`src/rtl/seq_pkg.sv`:
```
// Shared opcode and state definitions for the program sequencer and its bench.
package seq_pkg;

  localparam logic [2:0] OP_MV   = 3'b000;
  localparam logic [2:0] OP_MVI  = 3'b001;
  localparam logic [2:0] OP_ADD  = 3'b010;
  localparam logic [2:0] OP_SUB  = 3'b011;
  localparam logic [2:0] OP_HALT = 3'b111;

  typedef enum logic [2:0] {
    S_IDLE,
    S_ISSUE,
    S_WAIT,
    S_IMM,
    S_HALT
  } state_e;

endpackage

```
`src/rtl/prog_mem.sv`:
```
// Program store: register array, one synchronous write port, two asynchronous read ports.
module prog_mem #(
  parameter int ADDR_W = 5,
  parameter int DATA_W = 16
) (
  input  logic              Clock,
  input  logic              we_i,
  input  logic [ADDR_W-1:0] waddr_i,
  input  logic [DATA_W-1:0] wdata_i,
  input  logic [ADDR_W-1:0] raddr0_i,
  input  logic [ADDR_W-1:0] raddr1_i,
  output logic [DATA_W-1:0] rdata0_o,
  output logic [DATA_W-1:0] rdata1_o
);

  localparam int DEPTH = 1 << ADDR_W;

  logic [DATA_W-1:0] mem_q [DEPTH];

  // NOTE: no reset branch on purpose; a loaded program must survive Resetn.
  always_ff @(posedge Clock) begin
    if (we_i) mem_q[waddr_i] <= wdata_i;
  end

  assign rdata0_o = mem_q[raddr0_i];
  assign rdata1_o = mem_q[raddr1_i];

endmodule

```
`src/rtl/prog_sequencer.sv`:
```
// Feeds a stored program to the 16-bit bus processor one instruction at a time,
// handshaking on Done, with a watchdog and an instruction counter.
module prog_sequencer
  import seq_pkg::*;
#(
  parameter int ADDR_W   = 5,
  parameter int DATA_W   = 16,
  parameter int WD_LIMIT = 8
) (
  input  logic              Clock,
  input  logic              Resetn,
  input  logic              Go,
  input  logic              LdEn,
  input  logic [ADDR_W-1:0] LdAddr,
  input  logic [DATA_W-1:0] LdData,
  input  logic              Done,
  output logic [DATA_W-1:0] DIN,
  output logic              Run,
  output logic [ADDR_W-1:0] PC,
  output logic              Busy,
  output logic              Halted,
  output logic              Fault,
  output logic [7:0]        InstrCount
);

  localparam int                WD_W      = $clog2(WD_LIMIT + 1);
  localparam logic [ADDR_W-1:0] PC_LAST   = '1;
  localparam logic [ADDR_W-1:0] PC_PENULT = PC_LAST - ADDR_W'(1);
  localparam logic [WD_W-1:0]   WD_EXPIRE = WD_W'(WD_LIMIT - 1);

  state_e            state_q, state_d;
  logic [ADDR_W-1:0] pc_q, pc_d;
  logic [WD_W-1:0]   wd_q, wd_d;
  logic [7:0]        cnt_q, cnt_d;
  logic              fault_q, fault_d;
  logic              go_q;

  logic [DATA_W-1:0] word0, word1;
  logic [2:0]        op;
  logic              go_rise, idle_like, issue_stop;
  logic [7:0]        cnt_inc;

  assign idle_like = (state_q == S_IDLE) || (state_q == S_HALT);
  assign go_rise   = Go && !go_q;

  prog_mem #(.ADDR_W(ADDR_W), .DATA_W(DATA_W)) u_mem (
    .Clock    (Clock),
    .we_i     (LdEn && idle_like),
    .waddr_i  (LdAddr),
    .wdata_i  (LdData),
    .raddr0_i (pc_q),
    .raddr1_i (pc_q + ADDR_W'(1)),
    .rdata0_o (word0),
    .rdata1_o (word1)
  );

  assign op         = word0[DATA_W-1 -: 3];
  // A two-word mvi with no room for its immediate is treated like halt.
  assign issue_stop = (op == OP_HALT) || ((op == OP_MVI) && (pc_q == PC_LAST));
  assign cnt_inc    = (cnt_q == 8'hFF) ? cnt_q : cnt_q + 8'd1;

  // NOTE: every next-state signal takes its hold value first so no latch is inferred.
  always_comb begin
    state_d = state_q;
    pc_d    = pc_q;
    wd_d    = wd_q;
    cnt_d   = cnt_q;
    fault_d = fault_q;
    case (state_q)
      S_IDLE, S_HALT: begin
        if (go_rise) begin
          pc_d    = '0;
          cnt_d   = '0;
          fault_d = 1'b0;
          state_d = S_ISSUE;
        end
      end
      S_ISSUE: begin
        wd_d = '0;
        if (issue_stop)         state_d = S_HALT;
        else if (op == OP_MVI)  state_d = S_IMM;
        else                    state_d = S_WAIT;
      end
      S_WAIT, S_IMM: begin
        if (Done) begin
          cnt_d = cnt_inc;
          if ((state_q == S_WAIT) ? (pc_q == PC_LAST) : (pc_q >= PC_PENULT)) begin
            state_d = S_HALT;
          end else begin
            pc_d    = pc_q + ((state_q == S_IMM) ? ADDR_W'(2) : ADDR_W'(1));
            state_d = S_ISSUE;
          end
        end else if (wd_q == WD_EXPIRE) begin
          fault_d = 1'b1;
          state_d = S_HALT;
        end else begin
          wd_d = wd_q + WD_W'(1);
        end
      end
      default: state_d = S_IDLE;
    endcase
  end

  always_ff @(posedge Clock) begin
    if (!Resetn) begin
      state_q <= S_IDLE;
      pc_q    <= '0;
      wd_q    <= '0;
      cnt_q   <= '0;
      fault_q <= 1'b0;
      go_q    <= 1'b0;
    end else begin
      state_q <= state_d;
      pc_q    <= pc_d;
      wd_q    <= wd_d;
      cnt_q   <= cnt_d;
      fault_q <= fault_d;
      go_q    <= Go;
    end
  end

  always_comb begin
    DIN = '0;
    Run = 1'b0;
    case (state_q)
      S_ISSUE: begin
        DIN = word0;
        Run = !issue_stop;
      end
      S_WAIT: begin
        DIN = word0;
        Run = 1'b1;
      end
      S_IMM: begin
        DIN = word1;
        Run = 1'b1;
      end
      default: ;
    endcase
  end

  assign PC         = pc_q;
  assign Busy       = (state_q == S_ISSUE) || (state_q == S_WAIT) || (state_q == S_IMM);
  assign Halted     = (state_q == S_HALT);
  assign Fault      = fault_q;
  assign InstrCount = cnt_q;

endmodule

```
`config.mk`:
```
export PLATFORM = sky130hd
export DESIGN_NAME = prog_sequencer
export DESIGN_NICKNAME = d
export VERILOG_FILES = /design/src/rtl/seq_pkg.sv /design/src/rtl/prog_mem.sv /design/src/rtl/prog_sequencer.sv
export SDC_FILE = /design/constraint.sdc
export NUM_CORES = 1
export LEC_CHECK = 0
export BUFFER_PORTS_ARGS = -buffer_cell sky130_fd_sc_hd__buf_4
export CAP_MARGIN = 20
export CORE_ASPECT_RATIO = 1.2
export CORE_MARGIN = 4
export CORE_UTILIZATION = 25
export CTS_BUF_LIST = sky130_fd_sc_hd__clkbuf_4
export CTS_CLUSTER_DIAMETER = 150
export DETAILED_ROUTE_END_ITERATION = 8
export GPL_TIMING_DRIVEN = 0
export SLEW_MARGIN = 5
export SYNTH_ARGS = -nofsm -noshare
export SYNTH_HDL_FRONTEND = slang
export SYNTH_HIERARCHICAL = 1
export SYNTH_SLANG_ARGS = --single-unit
```
`constraint.sdc`:
```
create_clock -name Clock -period 5.05 [get_ports Clock]
set_input_delay 0.7575 -clock Clock [delete_from_list [all_inputs] [get_ports Clock]]
set_output_delay 0.7575 -clock Clock [all_outputs]
set_load 0.01 [all_outputs]
```
==> metrics.md, run 1 <==
| Metric | Value |
|---|---|
| Status | `completed` |
| Sink Count | `534` |
| EDFF count, synth | `~510` |
| Post-synthesis instance area | `0.0263 sq mm` |
| Global route overflow | `0` |
| Routed met1 length | `33300 um` |
| Gp weighted congestion | `just over 0.9` |
| Finished Layout Cells | `3581` |
| Max rail drop VDD | `153 uV` |
| Core area | `about 0.10 sq mm` |
| Mean Syn Cell Area | `around 14 sq um` |
| Drt drc | `0` |
| IO Count | `between 50 and 60` |
| Most used cell, CP | `buf_4` |
| CP max stage delay | `0.64 ns` |
| Final setup viols | `0` |
| Uppermost layer routed | `met5` |
| Die height | `between 300 and 400 um` |
| Placed cells | `3355` |
| Flops & latches, synth | `534` |
| Multi-input gate area | `0.00950 sq mm` |
| RSZ-0062 raised after global routing | `no` |
| Mapped Cells | `1879` |
| Wirelength per Cell | `25.0 um` |
| CP arrival | `4.16 ns` |
| Clock-pin slew on the worst setup and hold paths | `around 0.070 ns` |
| Fin crit period | `4.92 ns` |
| Initial antenna violation count | `10` |
| CTS tree | `yes` |
| Final ANT Viol Nets | `0` |
| Seq/Total Area, Yosys | `60.1%` |
| CP Cell Sequence | `ha_1 -> and3_1 -> ha_1 -> buf_4 -> or2_1 -> buf_4 -> nor3_1 -> a31oi_1 -> nand3_1 -> a22o_1 -> buf_4` |
| Max-slew violation count | `0` |
| Clk_skew | `approximately 0.054 ns` |
| Synth cell types | `55` |
| Drt total wl | `89600 um` |
| Met2 wire length | `43700 um` |
| Critical Path Start Type | `register` |
| Overall power | `around 9500 uW` |
| DR iter-0 viols | `1734` |
| H-tree depth | `3` |
| Largest net degree at the start of global routing | `33` |
| Count of final hold-check violations | `0` |
| Area grow syn2layout | `16.8%` |
| Number of global-route vias before repair | `18300` |
| Root buffer cell | `clkbuf_4` |
| Number of fill cells | `10600` |
| CTS Buf Count | `120` |
| Die ar. | `0.111 sq mm` |
| Met3 wire len | `between 6000 and 7000 um` |
| Post-CTS Repair Setup Buffers | `0` |
| Ys flop type | `edfxtp_1` |
| Post-synthesis net count | `between 1500 and 2000` |
| Rows | `130` |
| HP Class | `input pin to register` |
| Worst path slowest cell | `nor3_1` |
| Lkg Pwr | `0.00930 uW` |
| Reg2reg path depth | `7` |
| FF/Latch Area | `0.0158 sq mm` |
| Vias | `between 15000 and 20000` |
| Hold slack | `0.114 ns` |
| Largest fanout on the critical path | `11` |
| Fin Setup TNS | `0 ns` |
| Width of the chip | `304 um` |
| Post-DP HPWL | `63900 um` |
| Port bufs | `58` |
| P per Cell Area | `about 310 mW/mm^2` |
| Fraction of layout cells with a size suffix above 1 | `around a fifth` |
| Final period utilization | `a little over nine tenths` |
| Pre-antenna DRT Iters | `5` |
| Final #Nets | `2123` |
| Global-route usage over all layers | `15.7%` |
| Fmax | `about 200 MHz` |
| First-pass GRT wire length | `126000 um` |
| Max_cap viols | `0` |
| Via density | `5.09` |
| Worst rel slew slack | `between 30% and 40%` |
| Worst skew pair latency | `between 0.9 and 1 ns` |
| Crit path kind | `register to output port` |
| Hold Path Depth | `2` |
| Actual slew at the worst max-slew pin | `1.01 ns` |
| CP Capture Type | `output port` |
| CP required | `4.29 ns` |
| Synth async-reset ratio | `0%` |
| Syn. warnings | `6` |
| Clock Tree Buf Depth | `3` |
| Starting Density | `25.2%` |
-- metal layers --
layer | track usage, % | vias up
li1 | - | 7955
met1 | 17.7 | 9205
met2 | 27.0 | 812
met3 | 3.36 | 255
met4 | 9.98 | 4
met5 | 0 | -
-- state kept, by name, summed over array words and instances (netlist names) --
| signal | flops |
|---|---|
| go_q | 1 |
| Fault | 1 |
| state_q | 3 |
| PC | 5 |
| wd_q | 4 |
| InstrCount | 8 |
| u_mem/mem_q | 512 |
-- kinds of logic (layout without fill, tap and decap cells) --
family | Yosys count | after routing | share of synthesized area (%)
simple gates | 324 | 324 | 6.21
flops | 534 | 534 | 60.1
mux | 515 | 515 | 19.6
xor+xnor | 7 | 7 | 0.233
other cells | 0 | 7 | 0
buf+inv | 151 | 460 | 4.23
compound gates | 340 | 340 | 9.22
fa+ha+maj | 8 | 8 | 0.409
-- cell type report --
type,instances,area share (%)
Sequential cell,534,51.5
Multi-Input combinational cell,1194,30.9
Tap cell,1386,5.64
Clock buffer,167,4.08
Buffer,139,3.53
Timing Repair Buffer,91,3.20
Clock inverter,54,0.990
Inverter,9,0.110
Antenna cell,7,0.0570
-- Yosys cell counts (2+ instances only) --
library cell | n | area (sq um)
nand2b_1 | 7 | 43.8
nand3b_1 | 6 | 45.0
a22o_1 | 80 | 701
or3_1 | 5 | 31.3
clkbuf_1 | 23 | 86.3
nand4_1 | 35 | 219
buf_12 | 8 | 160
buf_1 | 2 | 7.51
buf_8 | 7 | 105
nor3b_1 | 2 | 15.0
nor3_1 | 34 | 170
a22oi_1 | 128 | 961
nand2_1 | 81 | 304
inv_1 | 9 | 33.8
o21ai_0 | 8 | 40.0
o2111ai_1 | 2 | 17.5
mux2i_1 | 515 | 5150
and2_1 | 7 | 43.8
a2bb2oi_1 | 2 | 17.5
edfxtp_1 | 512 | 15400
xor2_1 | 5 | 43.8
or3b_2 | 4 | 35.0
a21oi_1 | 76 | 380
and3_1 | 3 | 18.8
nor2b_1 | 5 | 31.3
ha_1 | 7 | 87.6
a31oi_1 | 34 | 213
buf_4 | 41 | 308
xnor2_1 | 2 | 17.5
nor2_1 | 47 | 176
or4_1 | 2 | 15.0
buf_6 | 17 | 191
nor2_4 | 2 | 22.5
nand3_1 | 75 | 375
or2_1 | 2 | 12.5
buf_2 | 44 | 220
dfxtp_1 | 22 | 440
-- worst paths after layout --
check	from	to	slack, ns
setup / recovery	PC[0]	DIN[7]	0.13
hold / removal	Resetn	wd_q[1]	0.11
setup reg to reg	state_q[0]	u_mem/mem_q[8][9]	1.82
hold reg to reg	Fault	Fault	0.50
-- stage by stage --
stage                     worst slack (ns)  instance area, sq um  utilization (%)
after floorplan                       2.01                 26300                -
after global placement               0.675                 28500             27.2
after detailed placement             0.648                 29100             27.8
after CTS                           -0.112                 30700             29.3
after global routing               0.00878                 30700             29.4
final                                0.130                 30700             29.4
-- cell usage in the layout (no fill, tap or decap), drive strengths merged, types with 2 or more instances in the layout --
master    instances
or3b              4
clkbuf          188
or4               2
xnor2             2
o2111ai           3
a21oi            76
nand3b            6
nor3             34
dfxtp            22
o211ai            2
clkinv           48
nor2b             5
edfxtp          512
nand2b            7
or2               2
and2              8
ha                7
nand3            75
nand2            81
clkinvlp          3
bufinv            2
nor2             49
a2bb2oi           2
a22o             80
and3              3
or3               6
nand4            35
diode             7
a22oi           128
buf             208
xor2              5
o21ai             8
nor3b             3
mux2i           515
inv              10
a31oi            34
-- what timing repair did --
action | CTS | global route
endpoints found under the setup margin | 11 | 14
gates cloned | 0 | 0
hold endpoints to repair | 1 | 0
resized for setup | 9 | 14
hold buffers | 1 | 0
-- worst max-delay path: cells and delay by family (launching register included) --
family | cells | cell delay (ns)
AOI/OAI and AO/OA | 2 | 0.36
adders and majority gates | 2 | 0.46
buffers and inverters | 3 | 0.62
DFF | 1 | 0.54
and+or+nand+nor | 4 | 1.28
-- report_power, final --
part | internal (uW) | switching, uW | leakage (uW)
clock network | 1650 | 1750 | 0.000921
logic | 409 | 740 | 0.00359
registers | 4900 | 22.7 | 0.00479
total | 6960 | 2510 | 0.00930
No activity file was read; power rests on OpenSTA's default activity.
==> inputs of run 2 (changes only) <==
--- a/config.mk
+++ b/config.mk
@@ -14,6 +14,7 @@
 export CTS_CLUSTER_DIAMETER = 150
 export DETAILED_ROUTE_END_ITERATION = 8
 export GPL_TIMING_DRIVEN = 0
+export HOLD_SLACK_MARGIN = 0.08
 export SLEW_MARGIN = 5
 export SYNTH_ARGS = -nofsm -noshare
 export SYNTH_HDL_FRONTEND = slang
==> constraint.sdc (replaced) <==
create_clock -name Clock -period 5.05 [get_ports Clock]
set_input_delay 0.7575 -clock Clock [delete_from_list [all_inputs] [get_ports Clock]]
set_output_delay 0.7575 -clock Clock [all_outputs]
set_load 0.1 [all_outputs]
==> run 2 against run 1 <==
  * Final cell count about the same
  * Power up 3.6%
  * Via count about the same
  * Non-clock buffer count up 2
  * Core utilization up 0.077 points
  * Worst setup slack better by 0.031 ns
  * Sequential power about the same
  * Largest cell class unchanged
  * Critical path depth up 1
  * Fmax up 0.63%
  * Largest power group unchanged
  * Register-to-register slack about the same
  * Global-route usage about the same
  * Combinational power up 30%
==> metrics.md, run 2 (same netlist as run 1, synthesis figures left out) <==
| Metric | Value |
|---|---|
| Vias | `18200` |
| Overall power | `between 9000 and 10000 uW` |
| Final ANT Viol Nets | `0` |
| Commonest cells after routing, fill and taps aside | `mux2i_1 (515), edfxtp_1 (512), clkbuf_4 (168)` |
| Clock Tree Buf Depth | `3` |
| Most common cell after layout, fill and taps aside | `mux2i_1` |
| Fraction of layout cells with a size suffix above 1 | `21.4%` |
| Sw Ratio | `29.0%` |
| Worst r2r src | `state_q[0]` |
| CP arrival | `roughly 4.1 ns` |
| Largest net degree at the start of global routing | `33` |
| Initial antenna violation count | `9` |
| Count of final hold-check violations | `0` |
| Fin Setup TNS | `0 ns` |
| Final setup viols | `0` |
| Clock-pin slew on the worst setup and hold paths | `0.07 ns` |
| RSZ-0062 raised after global routing | `yes` |
| H-tree depth | `3` |
| Root buffer cell | `clkbuf_4` |
| Status | `completed` |
| Max-slew violation count | `0` |
| Final #Nets | `2125` |
| HP Start | `Done` |
| First-pass GRT wire length | `126000 um` |
| Sink Count | `534` |
| Wirelength per Cell | `25.0 um` |
| Width of the chip | `304 um` |
| DP Worst Slack | `0.477 ns` |
| Global route overflow | `0` |
| Switch Pwr | `around 2800 uW` |
| Die ar. | `0.111 sq mm` |
| Max rail drop VDD | `169 uV` |
| Fmax | `205 MHz` |
| CP Capture Type | `output port` |
| Seq pwr share | `50.1%` |
| Pre-antenna DRT Iters | `5` |
| HP Class | `input pin to register` |
| Critical Path Start Type | `register` |
| CP required | `4.29 ns` |
| Crit path kind | `register to output port` |
| Drt total wl | `89700 um` |
| Worst skew pair latency | `0.97 ns` |
| Post-DP HPWL | `63900 um` |
| Die height | `363 um` |
| Internal Power | `6960 uW` |
| Area grow syn2layout | `17.1%` |
| Reg with most FFs | `u_mem/mem_q` |
| Global-route usage over all layers | `roughly 16%` |
| Largest fanout on the critical path | `11` |
| Fin crit period | `4.89 ns` |
| Number of global-route vias before repair | `around 18000` |
| Final core occ | `between 20% and 30%` |
| Port bufs | `58` |
| P per Cell Area | `318 mW/mm^2` |
| Setup ws final | `0.161 ns` |
| Hold slack | `0.197 ns` |
| Comb pwr share | `15.1%` |
| CTS tree | `yes` |
| Max_cap viols | `0` |
| DR iter-0 viols | `1714` |
| Actual slew at the worst max-slew pin | `1.06 ns` |
| Worst Setup SP | `PC[0]` |
| Clk_skew | `between 0.06 and 0.07 ns` |
| Max FFs per register | `approximately 510` |
| Drt drc | `0` |
| Clock group share of total power | `between 30% and 40%` |
| Rows | `130` |
| CTS Buf Count | `120` |
| Lkg Pwr | `0.00933 uW` |
| Via density | `5.09` |
| IO Count | `59` |
| Worst rel slew slack | `29.2%` |
| Starting Density | `25.2%` |
| Gp weighted congestion | `0.914` |
| Core area | `between 0.1 and 0.15 sq mm` |
| Final period utilization | `96.8%` |
[run 2: critical path, stage by stage, from the launching register on]
cell      delay [ns]
dfxtp_2         0.38
ha_1            0.23
and3_1          0.18
ha_1            0.27
buf_4           0.25
nand2b_1        0.16
clkbuf_1        0.44
clkbuf_2        0.36
a21oi_1         0.08
nand3_1         0.16
nand3_1         0.13
a22o_1          0.31
buf_4           0.26
[run 2: worst paths after layout]
kind                        to  slack (ns)  cells after the start
max reg2reg  u_mem/mem_q[8][9]        1.82                      7
min reg2reg              Fault        0.50                      2
max                    DIN[14]        0.16                     12
min              InstrCount[1]        0.20                      3
[run 2: timing repair]
item | CTS | global route
endpoints found under the setup margin | 15 | 14
pin swaps | 1 | 0
endpoints found under the hold margin | 3 | 0
gates resized for setup | 23 | 10
cloned | 0 | 0
buffers inserted | 1 | 0
hold buffers | 3 | 0
[run 2: layout make-up]
class | count | area (sq um)
Clock buffer | 167 | 1250
Tap cell | 1386 | 1730
Multi-Input combinational cell | 1194 | 9540
Inverter | 9 | 33.8
Buffer | 138 | 1080
Fill cell | 10600 | 73800
Timing Repair Buffer | 94 | 1010
Clock inverter | 54 | 304
Sequential cell | 534 | 15800
Antenna cell | 8 | 20.0
[run 2: routing by layer]
layer	part of all wire [%]	track usage [%]
met2	48	26.9
met1	37	17.8
met4	6.9	10.3
met3	7.4	3.17
met5	0.011	0
[run 2: power groups by stage]
| stage | logic (uW) | clock network (uW) | registers (uW) |
|---|---|---|---|
| 6_report | 1490 | 3410 | 4920 |
| 5_1_grt | 1540 | 3700 | 4920 |
| 4_1_cts | 1490 | 3500 | 4920 |
| 3_5_place_dp | 1480 | 0 | 5020 |
| 3_3_place_gp | 1450 | 0 | 5020 |
| 2_1_floorplan | 934 | 0 | 5030 |
[run 2: per-stage QoR]
step / instance area (sq um) / std cells
global route: 30800 / 3577
global placement: 28500 / 3323
finish: 30800 / 3584
floorplan: 26300 / 1879
detailed placement: 29100 / 3355
CTS: 30800 / 3576
